**src/rtl/uart_fifo_bridge.sv**
```systemverilog
// ---------------------------------------------------------------------------
// uart_fifo_bridge
// Couples a byte-oriented host interface to a uart_controller through two
// FIFOs. The TX FIFO is drained by a small FSM that issues one-cycle send
// requests and tracks the controller's busy handshake. The RX FSM takes each
// pending received byte, pushes it (or drops it and raises a sticky overflow
// flag when there is no room), then acknowledges it for one cycle.
//
// Ports
//   clk, rst          : clock, synchronous active-high reset
//   tx_wdata, tx_we   : host enqueue into the TX FIFO
//   tx_full, tx_count : TX FIFO status
//   rx_rdata, rx_re   : RX FIFO head (show-ahead) and dequeue strobe
//   rx_empty, rx_count: RX FIFO status
//   rx_overflow       : sticky dropped-byte flag, cleared by overflow_clr
//   send_data, send   : transmit request to the uart_controller
//   send_busy         : uart_controller transmitter busy
//   rev_data, rev_data_valid, rev_data_invalid : receive handshake
// ---------------------------------------------------------------------------
module uart_fifo_bridge #(
    parameter int DEPTH = 16,
    parameter int CW    = $clog2(DEPTH) + 1
) (
    input  logic          clk,
    input  logic          rst,
    input  logic [7:0]    tx_wdata,
    input  logic          tx_we,
    output logic          tx_full,
    output logic [CW-1:0] tx_count,
    output logic [7:0]    rx_rdata,
    input  logic          rx_re,
    output logic          rx_empty,
    output logic [CW-1:0] rx_count,
    output logic          rx_overflow,
    input  logic          overflow_clr,
    output logic [7:0]    send_data,
    output logic          send,
    input  logic          send_busy,
    input  logic [7:0]    rev_data,
    input  logic          rev_data_valid,
    output logic          rev_data_invalid
);
    localparam int            AW       = $clog2(DEPTH);
    localparam logic [CW-1:0] FULL_CNT = CW'(DEPTH);

    typedef enum logic [1:0] {
        T_IDLE      = 2'd0,
        T_ISSUE     = 2'd1,
        T_WAIT_BUSY = 2'd2,
        T_WAIT_DONE = 2'd3
    } tx_state_t;

    typedef enum logic {
        R_IDLE = 1'b0,
        R_ACK  = 1'b1
    } rx_state_t;

    logic [7:0]    r_tx_mem [DEPTH];
    logic [AW-1:0] r_tx_wp;
    logic [AW-1:0] r_tx_rp;
    logic [CW-1:0] r_tx_cnt;
    logic [7:0]    r_rx_mem [DEPTH];
    logic [AW-1:0] r_rx_wp;
    logic [AW-1:0] r_rx_rp;
    logic [CW-1:0] r_rx_cnt;
    tx_state_t     r_tx_state;
    rx_state_t     r_rx_state;
    logic          r_send;
    logic [7:0]    r_send_data;
    logic          r_rev_ack;
    logic          r_rx_ovf;

    tx_state_t     w_tx_next;
    rx_state_t     w_rx_next;
    logic          w_tx_full;
    logic          w_rx_empty;
    logic          w_tx_push;
    logic          w_tx_pop;
    logic          w_rx_offer;
    logic          w_rx_push;
    logic          w_rx_pop;
    logic          w_ovf_set;

    assign w_tx_full  = (r_tx_cnt == FULL_CNT);
    assign w_rx_empty = (r_rx_cnt == {CW{1'b0}});
    // A write into a full TX FIFO is dropped even if the FSM pops this cycle.
    assign w_tx_push  = tx_we & ~w_tx_full;
    assign w_tx_pop   = (r_tx_state == T_ISSUE);
    assign w_rx_pop   = rx_re & ~w_rx_empty;
    assign w_rx_offer = (r_rx_state == R_IDLE) & rev_data_valid;
    // A full RX FIFO still accepts the byte when a pop frees a slot this cycle.
    assign w_rx_push  = w_rx_offer & ((r_rx_cnt != FULL_CNT) | w_rx_pop);
    assign w_ovf_set  = w_rx_offer & ~w_rx_push;

    assign tx_full          = w_tx_full;
    assign tx_count         = r_tx_cnt;
    assign rx_empty         = w_rx_empty;
    assign rx_count         = r_rx_cnt;
    assign rx_rdata         = r_rx_mem[r_rx_rp];
    assign rx_overflow      = r_rx_ovf;
    assign send             = r_send;
    assign send_data        = r_send_data;
    assign rev_data_invalid = r_rev_ack;

    // FIFO storage writes; contents are not reset and are meaningless after reset.
    always_ff @(posedge clk) begin
        if (w_tx_push) r_tx_mem[r_tx_wp] <= tx_wdata;
        if (w_rx_push) r_rx_mem[r_rx_wp] <= rev_data;
    end

    // TX FIFO pointers and occupancy count.
    always_ff @(posedge clk) begin
        if (rst) begin
            r_tx_wp  <= {AW{1'b0}};
            r_tx_rp  <= {AW{1'b0}};
            r_tx_cnt <= {CW{1'b0}};
        end else begin
            if (w_tx_push) r_tx_wp <= r_tx_wp + AW'(1'b1);
            if (w_tx_pop)  r_tx_rp <= r_tx_rp + AW'(1'b1);
            case ({w_tx_push, w_tx_pop})
                2'b10:   r_tx_cnt <= r_tx_cnt + CW'(1'b1);
                2'b01:   r_tx_cnt <= r_tx_cnt - CW'(1'b1);
                default: r_tx_cnt <= r_tx_cnt;
            endcase
        end
    end

    // RX FIFO pointers and occupancy count.
    always_ff @(posedge clk) begin
        if (rst) begin
            r_rx_wp  <= {AW{1'b0}};
            r_rx_rp  <= {AW{1'b0}};
            r_rx_cnt <= {CW{1'b0}};
        end else begin
            if (w_rx_push) r_rx_wp <= r_rx_wp + AW'(1'b1);
            if (w_rx_pop)  r_rx_rp <= r_rx_rp + AW'(1'b1);
            case ({w_rx_push, w_rx_pop})
                2'b10:   r_rx_cnt <= r_rx_cnt + CW'(1'b1);
                2'b01:   r_rx_cnt <= r_rx_cnt - CW'(1'b1);
                default: r_rx_cnt <= r_rx_cnt;
            endcase
        end
    end

    // TX FSM next state. Issuing only from idle with busy low also covers a
    // reset that lands mid-frame: the bridge waits for the controller to finish.
    always_comb begin
        w_tx_next = r_tx_state;
        case (r_tx_state)
            T_IDLE: begin
                if ((r_tx_cnt != {CW{1'b0}}) && !send_busy) w_tx_next = T_ISSUE;
                else                                         w_tx_next = T_IDLE;
            end
            T_ISSUE:     w_tx_next = T_WAIT_BUSY;
            T_WAIT_BUSY: begin
                if (send_busy) w_tx_next = T_WAIT_DONE;
                else           w_tx_next = T_WAIT_BUSY;
            end
            T_WAIT_DONE: begin
                if (!send_busy) w_tx_next = T_IDLE;
                else            w_tx_next = T_WAIT_DONE;
            end
            default:     w_tx_next = T_IDLE;
        endcase
    end

    // TX FSM state plus registered send strobe and held send byte.
    always_ff @(posedge clk) begin
        if (rst) begin
            r_tx_state  <= T_IDLE;
            r_send      <= 1'b0;
            r_send_data <= 8'h00;
        end else begin
            r_tx_state <= w_tx_next;
            r_send     <= (w_tx_next == T_ISSUE);
            if (w_tx_next == T_ISSUE) r_send_data <= r_tx_mem[r_tx_rp];
        end
    end

    // RX FSM next state: one acknowledge cycle per received byte.
    always_comb begin
        w_rx_next = r_rx_state;
        case (r_rx_state)
            R_IDLE: begin
                if (rev_data_valid) w_rx_next = R_ACK;
                else                w_rx_next = R_IDLE;
            end
            R_ACK:   w_rx_next = R_IDLE;
            default: w_rx_next = R_IDLE;
        endcase
    end

    // RX FSM state, registered acknowledge and sticky overflow (set beats clear).
    always_ff @(posedge clk) begin
        if (rst) begin
            r_rx_state <= R_IDLE;
            r_rev_ack  <= 1'b0;
            r_rx_ovf   <= 1'b0;
        end else begin
            r_rx_state <= w_rx_next;
            r_rev_ack  <= (w_rx_next == R_ACK);
            if (w_ovf_set)         r_rx_ovf <= 1'b1;
            else if (overflow_clr) r_rx_ovf <= 1'b0;
        end
    end
endmodule
```
**config.mk**
```make
export PLATFORM = sky130hd
export DESIGN_NAME = uart_fifo_bridge
export DESIGN_NICKNAME = d
export VERILOG_FILES = /design/src/rtl/uart_fifo_bridge.sv
export SDC_FILE = /design/constraint.sdc
export NUM_CORES = 1
export LEC_CHECK = 0
export BUFFER_PORTS_ARGS = -buffer_cell sky130_fd_sc_hd__buf_2
export CAP_MARGIN = 20
export CORE_ASPECT_RATIO = 1.25
export CORE_MARGIN = 2
export CORE_UTILIZATION = 44
export DETAILED_ROUTE_END_ITERATION = 12
export PLACE_DENSITY = 0.61
export RECOVER_POWER = 100
export SLEW_MARGIN = 20
export SYNTH_ARGS = -nofsm -noshare
export SYNTH_HDL_FRONTEND = slang
export SYNTH_SLANG_ARGS = --single-unit
```
**constraint.sdc**
```tcl
create_clock -name clk -period 3.85 [get_ports clk]
set_input_delay 0.1925 -clock clk [delete_from_list [all_inputs] [get_ports clk]]
set_output_delay 0.1925 -clock clk [all_outputs]
set_load 0.02 [all_outputs]
```
==> results by group, run 1 <==
Power and ir drop
  • Leak: 0.004272 µW
  • Power Density: 605.4 nW/µm²
  • Power Total: 8140 µW
  • Peak VDD IR: 375.0 µV

Logic synthesis
  • Post-Synthesis Cells: 639
  • Sequential element share of the synthesized area: 71.37%
  • Post-synthesis cell type count: 55
  • Mapped cell area: 11,980 µm²
  • Most common library cells after synthesis: 256 x edfxtp_1, 72 x mux4_2, 55 x nor2_1
  • Post-Syn Nets: 680
  • Main flop type after synthesis: edfxtp_1
  • Leading post-synthesis cells by cell area: edfxtp_1 64%, mux4_2 14%, dfxtp_1 7.2%
  • Area leader, netlist: edfxtp_1
  • Post-synth EDFFs: 256
  • Seq cells post-synth: 299
  • Post-synthesis async set-or-reset flop share: 0%
  • Synth warn: 0
  • Top cell type's share of synthesized area: 64.18%
  • Synthesized area per cell: 18.74 µm²
  • Top-count cell post-synth: edfxtp_1

Worst setup path
  • Req. time, crit path: 3.66 ns
  • Crit path buffers/inverters: 2
  • CP max stage delay: 0.71 ns
  • Worst Setup Start Kind: flip-flop
  • Slowest CP cell: clkbuf_1
  • CP top delay family: multiplexers
  • CP cell instances: clkbuf_1 > mux4_2 > mux4_2 > clkbuf_1
  • Crit path DAT: 3.05 ns
  • Worst Setup End Kind: output pin
  • Worst-path maximum fanout: 10
  • Worst R2R Setup Slack: 0.70 ns
  • Critical path type: reg -> out
  • Reg2Reg Launch Point: tx_count[1]$_SDFFE_PP0P_

Die
  • Die height: 188.5 µm
  • Full die area: 28,570 µm²
  • Initial cell density of the core: 44.65%
  • IO Count: 54
  • Row count: 67
  • Area of the core: 26,830 µm²
  • Die X: 151.6 µm

CTS
  • Setup bufs post-CTS: 0
  • Cts bufs inserted: 29
  • Clock Latency Late Sink: 0.53 ns
  • CTS resizes: 0
  • Root buf cell: clkbuf_16
  • Clk slew on worst S/H paths: 0.06 ns
  • TritonCTS clock tree: yes
  • Number of clock sinks: 299
  • Htree depth: 1
  • Clk buf depth: 3

Final layout
  • Storage element area: 8551 µm²
  • Cell area after layout: 13,450 µm²
  • Antenna cells: 0
  • Fillers: 2,189
  • Final #Nets: 744
  • Multi-input gate area: 3181 µm²
  • Layout cell share with drive strength beyond 1: 19.03%
  • Area Overhead vs Synth: 12.25%
  • Final core occ: 50.12%

Route
  • Via-to-Cell Ratio: 5.357
  • DRC Markers: 0
  • DR vias: 5,732
  • Post-route antenna net violation count: 0
  • Routed WL: 22.51 mm
  • Iter 0 DRT Violations: 347
  • Routed wire per std cell: 21.04 µm
  • First-pass DRT Iterations: 5

Place
  • Placer congestion estimate: 0.8000
  • Dpl hpwl: 15.12 mm
  • Area post-placement: 12,620 µm²
  • PortBufs: 53

STA
  • Highest Clock Rate: 0.3086 GHz
  • Final Hold Viols: 0
  • Final Setup Violations: 0
  • Crit path time final: 3.240 ns
  • Max Slew Vio Count: 0
  • Slew HR: 10.59%
  • Slew @ Worst Pin: 1.341 ns
  • Worst clock skew: 0.009881 ns
  • Setup TNS: 0 ns
  • Final Cycle Share: 84.17%
  • Unrepaired setup endpoints after global routing: false

Global routing
  • Antenna violations before repair: 0
  • Vias in the first global route: 6,205
  • Largest net degree at the start of global routing: 51
  • Total GRT Usage: 16.17%
  • First-pass GRT wire length: 35.25 mm
  • Gr ovfl total: 0

Min path
  • Min-Delay Startpoint: rev_data_valid
  • HP Class: in -> reg

Outcome
  • Outcome: finished clean

Run
  • Max_cap viols: 0
-- flip-flops by register name, indices dropped and copies added (netlist names), 4 cells and up, named ones only --
signal	cells
r_rx_rp	4
r_rx_wp	4
rx_count	5
r_rx_mem	128
r_tx_wp	4
r_tx_mem	128
send_data	8
r_tx_rp	4
tx_count	5
-- per-layer routing --
layer	part of all wire, %	global-route usage, %	vias to the layer above	wire length, µm
li1	-	-	2670	-
met1	40	19.37	2944	8944
met2	55	30.79	91	12480
met3	3.2	2.034	27	723
met4	1.6	3.454	0	365
met5	0	0	-	0
-- through the flow --
stage	std cells	worst slack (ns)	hold slack [ns]
6_report	1070	0.6095	0.02472
5_1_grt	1070	0.3886	0.05184
4_1_cts	1070	0.8444	0.02335
3_5_place_dp	1015	0.8547	0.4902
3_3_place_gp	1015	0.9548	0.4687
2_1_floorplan	639	0.8200	0.2914
-- cells in the final DEF, fill, tap and decap left out, types with 8 or more instances in the layout --
cell type	synthesis	routed
nor3_1	10	10
mux2i_1	24	24
dfxtp_1	43	41
o221ai_1	9	9
mux4_2	72	72
nand2b_1	10	10
xor2_1	12	12
nor2_1	55	55
inv_1	9	9
buf_2	13	8
edfxtp_1	256	256
clkbuf_1	16	57
clkbuf_16	0	29
nand3b_1	9	9
nand2_1	15	15
clkinv_1	0	8
ha_1	17	17
-- area by class of cell --
cell class / count / share of cell area, %
multi-input cells: 295 / 23.66
flip-flops and latches: 299 / 63.60
inverters: 9 / 0.2513
clock inverters: 20 / 1.442
well taps: 345 / 3.210
repair buffers: 69 / 2.187
clock buffers: 33 / 5.658
-- where the power goes --
part	internal (µW)	leakage, µW	total [µW]	switching [µW]
registers	3670	0.00266	3800	134
clock network	1670	0.000475	2810	1140
logic	654	0.00114	1530	874
-- worst reg2reg max path: cells and delay by family, from the launching register on --
family | cells | cell delay (ns)
xor+xnor | 1 | 0.12
mux | 1 | 0.37
flops | 1 | 0.39
buf+inv | 1 | 0.11
simple gates | 1 | 0.65
fa+ha+maj | 2 | 0.58
compound gates | 4 | 0.80
-- final timing paths --
kind	end	cells after the start
setup / recovery	rx_rdata[6]	4
setup reg to reg	tx_count[4]$_SDFFE_PP0P_	10
hold reg to reg	send_data[2]$_SDFFE_PP0P_	2
hold / removal	rev_data_invalid$_SDFF_PP0_	3
-- kinds of logic (layout without fill, tap and decap cells) --
| kind of cell | Yosys count | after routing | synth area share (%) |
|---|---|---|---|
| DFF | 299 | 299 | 71.37 |
| and+or+nand+nor | 119 | 119 | 4.920 |
| muxes | 99 | 99 | 15.89 |
| buffers and inverters | 45 | 131 | 1.671 |
| AOI/OAI and AO/OA | 42 | 42 | 2.967 |
| adders and majority gates | 18 | 18 | 1.943 |
| xor gates and xnor gates | 17 | 17 | 1.243 |
-- what timing repair did --
action	CTS	global route
setup endpoints to repair	0	0
hold endpoints to repair	3	0
hold buffers	2	0
(Power assumes the default switching activity.)
==> run 2, diff against run 1 <==
- clock period: 3.85 -> 3.3 ns (I/O delays scaled with it)
==> results by group, run 2 (synthesis gave the netlist of run 1 again) <==
Place
  • PortBufs: 53 (unchanged)
  • Area post-placement: 12,670 µm² (+0.39%)
  • Dpl hpwl: 15.47 mm (+2.4%)
  • Placer congestion estimate: 0.7718 (-3.5%)

Final layout
  • Area Overhead vs Synth: 12.73%
  • Final core occ: 50.34% (+0.21 points)
  • Commonest non-fill, non-tap cell in the layout: edfxtp_1
  • Cell area after layout: 13,500 µm² (+0.43%)
  • Leading cell types in the layout, fill and taps excluded: 256 x edfxtp_1, 72 x mux4_2, 64 x clkbuf_1
  • Final #Nets: 754 (+1.3%)
  • Antenna cells: 0 (unchanged)
  • Layout cell share with drive strength beyond 1: 18.80% (-0.23 points)

Worst setup path
  • Worst-path maximum fanout: 9 (-1)
  • Worst Setup Start Kind: flip-flop
  • Crit path DAT: 3.48 ns (+0.43 ns)
  • Worst Setup End Kind: flip-flop
  • Req. time, crit path: 3.72 ns (+0.06 ns)
  • Critical path type: reg -> reg

Route
  • Post-route antenna net violation count: 0 (unchanged)
  • Routed WL: 22.55 mm (+0.18%)
  • First-pass DRT Iterations: 5 (unchanged)
  • Routed wire per std cell: 20.90 µm (-0.66%)
  • DR vias: 5,875 (+2.5%)
  • DRC Markers: 0 (unchanged)
  • Via-to-Cell Ratio: 5.445 (+1.6%)
  • Iter 0 DRT Violations: 303 (-13%)

STA
  • Final Setup Violations: 0 (unchanged)
  • Final Cycle Share: 92.72%
  • Unrepaired setup endpoints after global routing: false
  • Worst clock skew: 0.009135 ns (-0.0007466 ns)
  • Highest Clock Rate: 0.3268 GHz
  • Max Slew Vio Count: 36 (+36)
  • Setup TNS: 0 ns (unchanged)
  • Slew @ Worst Pin: 2.229 ns (+0.8876 ns)
  • Final Hold Viols: 1 (+1)
  • Slew HR: -48.59% (-59 points)
  • Crit path time final: 3.060 ns
  • Smallest hold slack: -0.006559 ns (-0.03128 ns)

Die
  • Area of the core: 26,830 µm² (unchanged)
  • Die X: 151.6 µm (unchanged)
  • Die height: 188.5 µm (unchanged)
  • Row count: 67 (unchanged)
  • IO Count: 54 (unchanged)
  • Initial cell density of the core: 44.65% (unchanged)
  • Full die area: 28,570 µm² (unchanged)

CTS
  • Setup bufs post-CTS: 0 (unchanged)
  • Root buf cell: clkbuf_16
  • TritonCTS clock tree: yes
  • CTS resizes: 0 (unchanged)
  • Cts bufs inserted: 29 (unchanged)
  • Clock Latency Late Sink: 0.53 ns (about the same)
  • Number of clock sinks: 299 (unchanged)
  • Clk buf depth: 3 (unchanged)
  • Post-CTS Hold Fix Bufs: 7 (+5)
  • Htree depth: 1 (unchanged)
  • Clk slew on worst S/H paths: 0.06 ns (about the same)

Min path
  • HP Class: in -> reg

Run
  • Max_cap viols: 1 (+1)

Power and ir drop
  • Power Total: 9435 µW (+16%)
  • Power Density: 698.7 nW/µm² (+15%)
  • Peak VDD IR: 525.4 µV (+40%)
  • Leak: 0.004285 µW (+0.31%)

Global routing
  • Total GRT Usage: 16.07% (-0.11 points)
  • First-pass GRT wire length: 35.35 mm (+0.29%)
  • Antenna violations before repair: 0 (unchanged)
  • Vias in the first global route: 6,246 (+0.66%)
  • Largest net degree at the start of global routing: 51 (unchanged)
  • Gr ovfl total: 0 (unchanged)

Outcome
  • Outcome: finished with violations
  • Failing checks: negative hold slack, max-capacitance violations, max-slew violations
-- run 2: per-stage QoR --
stage | std cells | setup WS (ns) | hold WS, ns
floorplan | 639 | 0.2700 | 0.2639
global placement | 1020 | 0.4185 | 0.4474
detailed placement | 1020 | 0.2587 | 0.4607
CTS | 1079 | 0.2494 | 0.001223
global route | 1079 | 0.08954 | 0.02000
finish | 1079 | 0.2401 | -0.006559
-- run 2: final timing paths --
kind                                                from                     endpoint  cells after the start  slack [ns]
worst max-delay path            tx_count[1]$_SDFFE_PP0P_     tx_count[4]$_SDFFE_PP0P_                     10        0.24
worst min-delay path                      rev_data_valid  rev_data_invalid$_SDFF_PP0_                      3      -0.007
worst max register to register  tx_count[1]$_SDFFE_PP0P_     tx_count[4]$_SDFFE_PP0P_                     10        0.24
worst min register to register  r_tx_state[0]$_SDFF_PP0_     r_tx_state[1]$_SDFF_PP0_                      2        0.51
-- run 2: area by class of cell --
| cell class | instances | area [µm²] |
|---|---|---|
| fillers | 2236 | 13320 |
| flip-flops and latches | 299 | 8552 |
| multi-input cells | 295 | 3184 |
| clock buffers | 35 | 758.2 |
| well taps | 345 | 431.7 |
| repair buffers | 79 | 384.1 |
| clock inverters | 17 | 158.9 |
| inverters | 9 | 33.78 |
-- run 2: layer usage --
layer,vias to the layer above,track usage [%],part of all wire (%)
met5,-,0,0
met2,122,30.66,56
li1,2702,-,-
met1,3021,18.98,39
met3,30,2.470,3.9
met4,0,3.170,1.3
-- run 2: power by group --
part / internal [µW] / total, µW / switching [µW]
combinational: 797 / 1780 / 983
clock: 1860 / 3180 / 1320
sequential: 4280 / 4480 / 200
-- run 2: critical path: stages, from the launching register on --
cell and delay (ns):
dfxtp_1 0.41, or4_4 0.59, o21a_1 0.26, inv_1 0.11, ha_1 0.35, xor2_1 0.13
ha_1 0.24, o21a_1 0.18, o21a_1 0.17, o32ai_1 0.15, mux2_2 0.37
